## src/rtl/timed_event_dispatcher_if.sv

```systemverilog
// Push and event channels of the timed event dispatcher.
// The master side (software/AXI bridge or bench) pushes (timestamp, payload) pairs
// and observes the event strobe. The slave side is the dispatcher itself.
interface timed_event_dispatcher_if #(
    parameter int DATA_WIDTH = 64
);
    logic                  wr_valid_I;
    logic                  wr_ready_O;
    logic [63:0]           wr_timestamp_I;
    logic [DATA_WIDTH-1:0] wr_data_I;
    logic                  event_valid_O;
    logic [DATA_WIDTH-1:0] event_data_O;
    logic                  event_late_O;

    modport master (
        output wr_valid_I,
        output wr_timestamp_I,
        output wr_data_I,
        input  wr_ready_O,
        input  event_valid_O,
        input  event_data_O,
        input  event_late_O
    );

    modport slave (
        input  wr_valid_I,
        input  wr_timestamp_I,
        input  wr_data_I,
        output wr_ready_O,
        output event_valid_O,
        output event_data_O,
        output event_late_O
    );
endinterface

```

## src/rtl/timed_event_dispatcher.sv

```systemverilog
// Timed event dispatcher: a FIFO of (timestamp, payload) entries whose head is
// released as a one-cycle strobe when the buffered timeline counter reaches the
// head timestamp while the timeline is running. Late releases are flagged and
// latched in a sticky error bit. All outputs come straight from registers.
module timed_event_dispatcher #(
    parameter int DATA_WIDTH = 64,
    parameter int DEPTH      = 16
) (
    input  logic                         s_axi_aclk,
    input  logic                         s_axi_areset,
    input  logic [63:0]                  counter_I,
    input  logic                         auto_start_I,
    input  logic                         flush_I,
    input  logic                         clear_err_I,
    timed_event_dispatcher_if.slave      bus,
    output logic                         late_err_O,
    output logic                         fifo_empty_O,
    output logic                         fifo_full_O,
    output logic [$clog2(DEPTH):0]       count_O
);
    localparam int AW = $clog2(DEPTH);
    localparam int CW = AW + 1;

    typedef enum logic [0:0] {
        IDLE = 1'b0,
        RUN  = 1'b1
    } state_t;

    state_t                state_r;
    state_t                state_next_s;

    logic [63:0]           ts_mem   [DEPTH];
    logic [DATA_WIDTH-1:0] data_mem [DEPTH];

    logic [AW-1:0]         wr_ptr_r;
    logic [AW-1:0]         rd_ptr_r;
    logic [AW-1:0]         wr_ptr_next_s;
    logic [AW-1:0]         rd_ptr_next_s;
    logic [CW-1:0]         count_r;
    logic [CW-1:0]         count_next_s;
    logic                  full_r;
    logic                  empty_r;
    logic                  ready_r;

    logic                  ev_valid_r;
    logic [DATA_WIDTH-1:0] ev_data_r;
    logic                  ev_late_r;
    logic                  late_err_r;

    logic [63:0]           head_ts_s;
    logic [DATA_WIDTH-1:0] head_data_s;
    logic                  push_s;
    logic                  pop_s;
    logic                  late_s;

    // Head entry view plus push/pop decisions; flush suppresses both.
    always_comb begin
        head_ts_s   = ts_mem[rd_ptr_r];
        head_data_s = data_mem[rd_ptr_r];
        // ready_r is !full, so a full FIFO refuses a push even if it pops this cycle
        push_s = bus.wr_valid_I & ready_r & ~flush_I;
        pop_s  = (state_r == RUN) & auto_start_I & ~empty_r
                 & (counter_I >= head_ts_s) & ~flush_I;
        late_s = pop_s & (counter_I > head_ts_s);
    end

    // Next pointer and occupancy values.
    always_comb begin
        wr_ptr_next_s = wr_ptr_r;
        rd_ptr_next_s = rd_ptr_r;
        count_next_s  = count_r;
        if (flush_I) begin
            wr_ptr_next_s = {AW{1'b0}};
            rd_ptr_next_s = {AW{1'b0}};
            count_next_s  = {CW{1'b0}};
        end else begin
            // DEPTH is a power of two, so the pointers wrap naturally
            if (push_s) begin
                wr_ptr_next_s = wr_ptr_r + AW'(1);
            end else begin
                wr_ptr_next_s = wr_ptr_r;
            end
            if (pop_s) begin
                rd_ptr_next_s = rd_ptr_r + AW'(1);
            end else begin
                rd_ptr_next_s = rd_ptr_r;
            end
            case ({push_s, pop_s})
                2'b10:   count_next_s = count_r + CW'(1);
                2'b01:   count_next_s = count_r - CW'(1);
                default: count_next_s = count_r;
            endcase
        end
    end

    // Run/idle next-state logic: the state simply follows auto_start_I.
    always_comb begin
        state_next_s = state_r;
        case (state_r)
            IDLE: begin
                if (auto_start_I) begin
                    state_next_s = RUN;
                end else begin
                    state_next_s = IDLE;
                end
            end
            RUN: begin
                if (!auto_start_I) begin
                    state_next_s = IDLE;
                end else begin
                    state_next_s = RUN;
                end
            end
            default: state_next_s = IDLE;
        endcase
    end

    // State register.
    always_ff @(posedge s_axi_aclk) begin
        if (s_axi_areset) begin
            state_r <= IDLE;
        end else begin
            state_r <= state_next_s;
        end
    end

    // Entry storage; contents need no reset because the pointers define validity.
    always_ff @(posedge s_axi_aclk) begin
        if (push_s && !s_axi_areset) begin
            ts_mem[wr_ptr_r]   <= bus.wr_timestamp_I;
            data_mem[wr_ptr_r] <= bus.wr_data_I;
        end
    end

    // Pointers, occupancy and the registered full/empty/ready flags.
    always_ff @(posedge s_axi_aclk) begin
        if (s_axi_areset) begin
            wr_ptr_r <= {AW{1'b0}};
            rd_ptr_r <= {AW{1'b0}};
            count_r  <= {CW{1'b0}};
            full_r   <= 1'b0;
            empty_r  <= 1'b1;
            ready_r  <= 1'b1;
        end else begin
            wr_ptr_r <= wr_ptr_next_s;
            rd_ptr_r <= rd_ptr_next_s;
            count_r  <= count_next_s;
            full_r   <= (count_next_s == CW'(DEPTH));
            empty_r  <= (count_next_s == {CW{1'b0}});
            ready_r  <= (count_next_s != CW'(DEPTH));
        end
    end

    // Event strobe, payload (held between strobes) and late flag.
    always_ff @(posedge s_axi_aclk) begin
        if (s_axi_areset) begin
            ev_valid_r <= 1'b0;
            ev_data_r  <= {DATA_WIDTH{1'b0}};
            ev_late_r  <= 1'b0;
        end else if (flush_I) begin
            ev_valid_r <= 1'b0;
            ev_late_r  <= 1'b0;
        end else begin
            ev_valid_r <= pop_s;
            ev_late_r  <= late_s;
            if (pop_s) begin
                ev_data_r <= head_data_s;
            end
        end
    end

    // Sticky late error; a late release wins over a simultaneous clear.
    always_ff @(posedge s_axi_aclk) begin
        if (s_axi_areset) begin
            late_err_r <= 1'b0;
        end else if (late_s) begin
            late_err_r <= 1'b1;
        end else if (clear_err_I) begin
            late_err_r <= 1'b0;
        end
    end

    assign bus.wr_ready_O    = ready_r;
    assign bus.event_valid_O = ev_valid_r;
    assign bus.event_data_O  = ev_data_r;
    assign bus.event_late_O  = ev_late_r;
    assign late_err_O        = late_err_r;
    assign fifo_empty_O      = empty_r;
    assign fifo_full_O       = full_r;
    assign count_O           = count_r;
endmodule
```

## src/flat_wrapper.sv

```systemverilog
// flat-port wrapper written by rule: the top's interface ports become plain ports
module timed_event_dispatcher_flat 
#(
    parameter int DATA_WIDTH = 64,
    parameter int DEPTH      = 16
)
  (s_axi_aclk, s_axi_areset, counter_I, auto_start_I, flush_I, clear_err_I, late_err_O, fifo_empty_O, fifo_full_O, count_O, bus_wr_valid_I, bus_wr_timestamp_I, bus_wr_data_I, bus_wr_ready_O, bus_event_valid_O, bus_event_data_O, bus_event_late_O);
  timed_event_dispatcher_if #(.DATA_WIDTH(DATA_WIDTH)) bus_i ();
  input  logic s_axi_aclk;
  input  logic s_axi_areset;
  input  logic [63:0] counter_I;
  input  logic auto_start_I;
  input  logic flush_I;
  input  logic clear_err_I;
  output logic late_err_O;
  output logic fifo_empty_O;
  output logic fifo_full_O;
  output logic [$clog2(DEPTH):0] count_O;
  input wire logic [$bits(bus_i.wr_valid_I)-1:0] bus_wr_valid_I;
  input wire logic [$bits(bus_i.wr_timestamp_I)-1:0] bus_wr_timestamp_I;
  input wire logic [$bits(bus_i.wr_data_I)-1:0] bus_wr_data_I;
  output wire logic [$bits(bus_i.wr_ready_O)-1:0] bus_wr_ready_O;
  output wire logic [$bits(bus_i.event_valid_O)-1:0] bus_event_valid_O;
  output wire logic [$bits(bus_i.event_data_O)-1:0] bus_event_data_O;
  output wire logic [$bits(bus_i.event_late_O)-1:0] bus_event_late_O;
  assign bus_i.wr_valid_I = bus_wr_valid_I;
  assign bus_i.wr_timestamp_I = bus_wr_timestamp_I;
  assign bus_i.wr_data_I = bus_wr_data_I;
  assign bus_wr_ready_O = bus_i.wr_ready_O;
  assign bus_event_valid_O = bus_i.event_valid_O;
  assign bus_event_data_O = bus_i.event_data_O;
  assign bus_event_late_O = bus_i.event_late_O;
  timed_event_dispatcher #(.DATA_WIDTH(DATA_WIDTH), .DEPTH(DEPTH)) u_core (.s_axi_aclk(s_axi_aclk), .s_axi_areset(s_axi_areset), .counter_I(counter_I), .auto_start_I(auto_start_I), .flush_I(flush_I), .clear_err_I(clear_err_I), .bus(bus_i), .late_err_O(late_err_O), .fifo_empty_O(fifo_empty_O), .fifo_full_O(fifo_full_O), .count_O(count_O));
endmodule
```

## config.mk

```make
export PLATFORM = sky130hd
export DESIGN_NAME = timed_event_dispatcher_flat
export DESIGN_NICKNAME = d
export VERILOG_FILES = /design/src/rtl/timed_event_dispatcher_if.sv /design/src/rtl/timed_event_dispatcher.sv /design/src/flat_wrapper.sv
export SDC_FILE = /design/constraint.sdc
export NUM_CORES = 2
export LEC_CHECK = 0
export BUFFER_PORTS_ARGS = -buffer_cell sky130_fd_sc_hd__buf_4
export CAP_MARGIN = 20
export CORE_MARGIN = 2
export CORE_UTILIZATION = 55
export CTS_BUF_LIST = sky130_fd_sc_hd__clkbuf_8
export DETAILED_ROUTE_END_ITERATION = 7
export PLACE_DENSITY = 0.72
export RECOVER_POWER = 50
export SYNTH_ARGS = -nofsm -noshare
export SYNTH_HDL_FRONTEND = slang
export SYNTH_SLANG_ARGS = --single-unit
```

## constraint.sdc

```tcl
create_clock -name s_axi_aclk -period 14.1 [get_ports s_axi_aclk]
set_input_delay 0.705 -clock s_axi_aclk [delete_from_list [all_inputs] [get_ports s_axi_aclk]]
set_output_delay 0.705 -clock s_axi_aclk [all_outputs]
set_load 0.02 [all_outputs]
```

* Word level (Yosys, flattened, before mapping)
Memories as Yosys holds them, arrays and structs flattened. A register that Yosys moved wholly into a read port is not among the register bits.
Cells that the tools add are included.
** Operators by class
- $add $sub $neg :: 4
- Order comparisons :: 2
- Multiplexer cells :: 9
- Reduce and logical (&&, ||, !) cells :: 6
- Bitwise gates (word level) :: 9
- Equality and inequality tests :: 4
** Operator list (count)
- greater-or-equal comparator 64 bit :: 1
- > comparator 64 bit :: 1
- one-hot mux 5 bit (2 select lines) :: 1
- adder 4 x 1 -> 4 bit (second input constant) :: 2
- 2-to-1 mux 4 bit :: 2
- AND 1 bit :: 7
- adder 5 x 1 -> 5 bit (second input constant) :: 1
- == test 5 bit (second input constant) :: 1
- logical NOT 5 bit :: 1
- 2-to-1 mux 1 bit :: 5
- 2-to-1 mux 5 bit :: 1
- inequality test 5 bit (second input constant) :: 1
- subtractor 5 x 1 -> 5 bit (second input constant) :: 1
- == test 2 x 1 -> 1 bit (second input constant) :: 1
- == test 2 bit (second input constant) :: 1
- inverter 1 bit :: 2
- AND reduction 2 bit :: 1
- nonzero test 2 bit :: 1
- OR reduction 2 bit :: 1
- logical AND 1 bit :: 1
- logical NOT 1 bit :: 1
** Storage, ports and cells
- Flip-flop bits (word level) :: 20
- Memories kept :: 2
- Memory bits (writable) :: 2048
- Output and inout bits :: 75
- Word-level logic and storage cells :: 46
** Memory list
- u_core.data_mem :: words 16, width 64, read ports 1, clocked after memory_dff 1, write ports 1, line timed_event_dispatcher.sv:33 : logic [DATA_WIDTH-1:0] data_mem [DEPTH];
- u_core.ts_mem :: words 16, width 64, read ports 1, clocked after memory_dff 1, write ports 1, line timed_event_dispatcher.sv:32 : logic [63:0] ts_mem [DEPTH];

* Logic depth before layout (Yosys ltp)
- Depth after elaboration :: 8
- Depth in mapped cells :: 25
- Mapped depth without buffers :: 21

* Worst setup path after synthesis
No wires, ideal clock.
- Path kind :: input to register
- From :: input port s_axi_areset
- To :: memory u_core.data_mem[3][0], enable pin
- Arrival time :: 10122 ps
- Slack :: 3206 ps
- Stages on the path :: 5
- Buffers on the path :: 1
- Cell sequence :: clkbuf_1 or2_2 nor2_1 nand2_1 nor3_1
** Between the ends
- Longest elaborated chain between the ends :: 4
** Ends and longest elaborated chain
- start: declaration :: line flat_wrapper.sv:10 : input logic s_axi_areset;
- logical NOT 1 bit :: line timed_event_dispatcher.sv:129 : if (push_s && !s_axi_areset) begin
- logical AND 1 bit :: line timed_event_dispatcher.sv:129
- 2-to-1 mux 1 bit :: line timed_event_dispatcher.sv:129
- 2-to-1 mux 1 bit (implied by the code) :: line timed_event_dispatcher.sv:131 : data_mem[wr_ptr_r] <= bus.wr_data_I;
- end: declaration :: line timed_event_dispatcher.sv:33
Every way passes these cells.

==> flow_summary_export.csv <==
group,metric,value,unit
clocking,cts.sinks,2136,
synthesis,yosysSeqAreaShare,77.0,%
power,p_switching,0.00248,W
power,seqPwrFrac,57.4,%
drt,vias,39000,
placement,globalplace.congestion,0.790,
synthesis,yosys.cell_count.top_type,"edfxtp_1",
clocking,cts_resized,0,
power,peakVddDrop,72.2,µV
clocking,clk_pin_slew_worst_paths,0.06,ns
setup_path,crit_chain,"buf_4, buf_4, mux4_2, mux4_2, inv_1, ha_1, nand4_1, or2_2, nor3_1, o2111a_1, o21ai_4, inv_2, ha_1, inv_1, fa_1, nor2b_1, o21ai_0, and3_1, nor3_1, xnor2_1, nor2_1, and2_1",
synthesis,yosysWarnings,0,
synthesis,synth_compound_area_share,0.512,%
timing,post-route-period-util,54.6,%
power,cellLeakagePower,30.0,nW
synthesis,synthesis.nets,3761,
drt,drt-initial-drc-count,3901,
flow_run,maxCapViolCount,6,
synthesis,ys_ff_latch,2136,
min_path,hold_path_class,"in2reg",
global_route,antenna_found_initial,27,
setup_path,worstPathArrival,8.60,ns
floorplanning,row_count,141,
synthesis,yosys.area.top_type_share,74.8,%
floorplanning,fp.dieW,391,µm
drt,drt_pre_antenna_iters,6,
floorplanning,pin_count,273,
placement,dp_hpwl,94400,µm
clocking,cts_tree,"yes",
placement,place_ws,6.58,ns
synthesis,synth_area_per_cell,23.5,µm²
synthesis,synth_simple_gate_area_share,1.69,%
drt,route.detailed.drc,0,
timing,tightest_slew,3.59,ns
clocking,cts_max_level,5,
global_route,grt_start_max_net_pins,145,
floorplanning,coreArea,0.148,mm²
setup_path,slowest_stage,"nor3_1",
synthesis,synthDistinctLibCells,45,
setup_path,cp-end-kind,"flop",
timing,relSlewSlack,-140,%
clocking,root_buffer,"clkbuf_8",
timing,tns,0,ns
drt,routedWlPerCell,29.1,µm
clocking,clock_latency,1.04,ns
setup_path,worstPathMaxFanout,68,
floorplanning,die_h,391,µm
clocking,clock_path_buffers,4,
timing,clock_skew,0.0766,ns
synthesis,synth_area,0.0822,mm²
global_route,grt_usage,24.5,%
timing,finalWorstSetupSlack,6.40,ns
setup_path,critPathTopFamily,"simple AND/OR/NAND/NOR gates",
drt,wl,185000,µm
synthesis,synth_xor_area_share,0.0746,%
power,power-per-cell-area,129,mW/mm²
synthesis,synth_top_family_by_area,"multiplexers",
floorplanning,die_area,0.152,mm²
power,swShare,20.5,%
synthesis,syn_inst,3489,
power,p_int,0.00965,W
clocking,holdBufCountCts,131,
synthesis,synthTopCellsByArea,"edfxtp_1, mux4_2, dfxtp_1",
timing,timing.fmax,130,MHz
cells_and_area,syn_to_final_growth,14.3,%
global_route,grt_pass1_vias,40200,
synthesis,ys_top_cells_by_count,"edfxtp_1, mux4_2, nand2b_1",
power,power_frac_comb,2.0,%
synthesis,synthMuxAreaShare,18.4,%
setup_path,crit_buf_inv,5,
synthesis,synthFlopType,"edfxtp_1",
power,clkPwrFrac,40.5,%
placement,portBuffers,272,
floorplanning,start_util,55.5,%
timing,hold_violations,0,
synthesis,synth-edff-count,2048,
global_route,overflow,0,
cells_and_area,drive_gt1_share,29.8,%
setup_path,startpoint_type,"flop",
timing,rsz0062_at_grt,"false",
drt,antenna_left,0,
synthesis,synth_adder_area_share,1.14,%
status,violations,"max-capacitance violations, max-slew violations",
timing,drv_slew,181,
cells_and_area,nets,4421,
global_route,grt_pass1_wl,268000,µm
timing,post-route-min-period,7.70,ns
setup_path,critPathMaxStageDelay,0.93,ns
timing,setup_viol,0,
clocking,postCtsSetupBuffers,0,
drt,via_per_inst,6.14,
clocking,numCtsBuffers,352,
synthesis,yosys.area.top_type,"edfxtp_1",
synthesis,async_flop_share,0,%
setup_path,critPathRequiredTime,15.00,ns
setup_path,criticalPathCategory,"reg2reg",
status,outcome,"finished with violations",
## state kept, by name, summed over array words and instances, names as in the netlist, named ones only
| name | cells |
|---|---|
| u_core.bus.event_data_O | 64 |
| u_core.bus.event_late_O | 1 |
| u_core.bus.event_valid_O | 1 |
| u_core.bus.wr_ready_O | 1 |
| u_core.count_O | 5 |
| u_core.data_mem | 1024 |
| u_core.fifo_empty_O | 1 |
| u_core.fifo_full_O | 1 |
| u_core.late_err_O | 1 |
| u_core.rd_ptr_r | 4 |
| u_core.state_r | 1 |
| u_core.ts_mem | 1024 |
| u_core.wr_ptr_r | 4 |
## area by class of cell
type / count / area [µm²]
clock buffer: 375 / 5160
multi-input combinational: 1107 / 18000
tap: 1930 / 2410
antenna: 12 / 30.0
sequential: 2136 / 63300
fill: 9810 / 54100
inverter: 76 / 285
timing repair buffer: 476 / 3520
clock inverter: 241 / 1220
## metal layers
layer  part of all wire [%]  track usage, %
met5                  0.077               0
met2                     49            38.6
met3                    8.3            5.43
met4                    2.4            7.28
met1                     41            35.1
## worst reg2reg max path, stage by stage (launching register included)
cell and delay (ns):
dfxtp_4 0.92, buf_4 0.68, buf_4 0.89, mux4_2 0.47
mux4_2 0.48, inv_1 0.09, ha_1 0.14, nand4_1 0.21
or2_2 0.40, nor3_1 0.93, o2111a_1 0.37, o21ai_4 0.09
inv_2 0.16, ha_1 0.26, inv_1 0.10, fa_1 0.40
nor2b_1 0.13, o21ai_0 0.11, and3_1 0.19, nor3_1 0.17
xnor2_1 0.17, nor2_1 0.09, and2_1 0.16
## placed cells by master, fill, tap and decap left out, types with 3 or more instances in the layout
master	netlist	layout
clkbuf_8	0	375
bufinv_16	0	8
buf_12	0	8
edfxtp_1	2048	2048
o21ai_0	11	11
or3_1	5	5
clkinv_2	0	48
clkbuf_1	103	139
nand2b_1	131	131
dfxtp_1	88	80
nand4_1	19	19
dfxtp_4	0	8
diode_2	0	12
or2_2	4	4
buf_4	2	196
a221oi_1	3	3
clkinv_1	0	69
xor2_1	5	5
clkinvlp_4	0	7
a21o_1	8	8
inv_1	75	181
inv_6	0	3
nor3_1	11	9
ha_1	73	73
a211oi_1	3	3
mux2i_1	69	69
nor2_4	0	10
nor2b_1	3	3
nor2_1	33	23
nand2_1	27	27
a21oi_1	33	33
nand3_1	7	7
mux4_2	640	640
dlygate4sd3_1	0	131
## logic make-up after synthesis
family | Yosys count
compound gates | 69
buf+inv | 246
flops | 2136
fa+ha+maj | 74
xor+xnor | 7
mux | 709
simple gates | 248
## through the flow
stage                     hold WS, ns  power [W]  cell area, µm²  std cells  util (%)
final                           0.131     0.0121           93900       6353      63.5
after global routing           0.0744     0.0125           93900       6348      63.4
after CTS                      0.0236     0.0123           94500       6341      63.8
after detailed placement        0.456    0.00732           86800       5594      58.6
after global placement          0.436    0.00731           86700       5591      58.6
after floorplan                 0.482    0.00718           82200       3489         -
## power by group through the flow
stage	Sequential, W	Combinational [W]	Clock [W]
4_1_cts	0.00697	0.000261	0.00502
6_report	0.00697	0.000244	0.00492
2_1_floorplan	0.00711	0.0000690	0
3_5_place_dp	0.00710	0.000225	0
5_1_grt	0.00697	0.000267	0.00531
3_3_place_gp	0.00710	0.000215	0
## path summary, 6_finish.rpt
kind,from,end,slack (ns),cells past startpoint
max,flop,u_core.fifo_full_O,6.40,22
min,flush_I,flop,0.13,3
max reg2reg,flop,u_core.fifo_full_O,6.40,22
min reg2reg,u_core.late_err_O,u_core.late_err_O,0.46,1
Note: power is estimated with default switching activity, not from simulation.
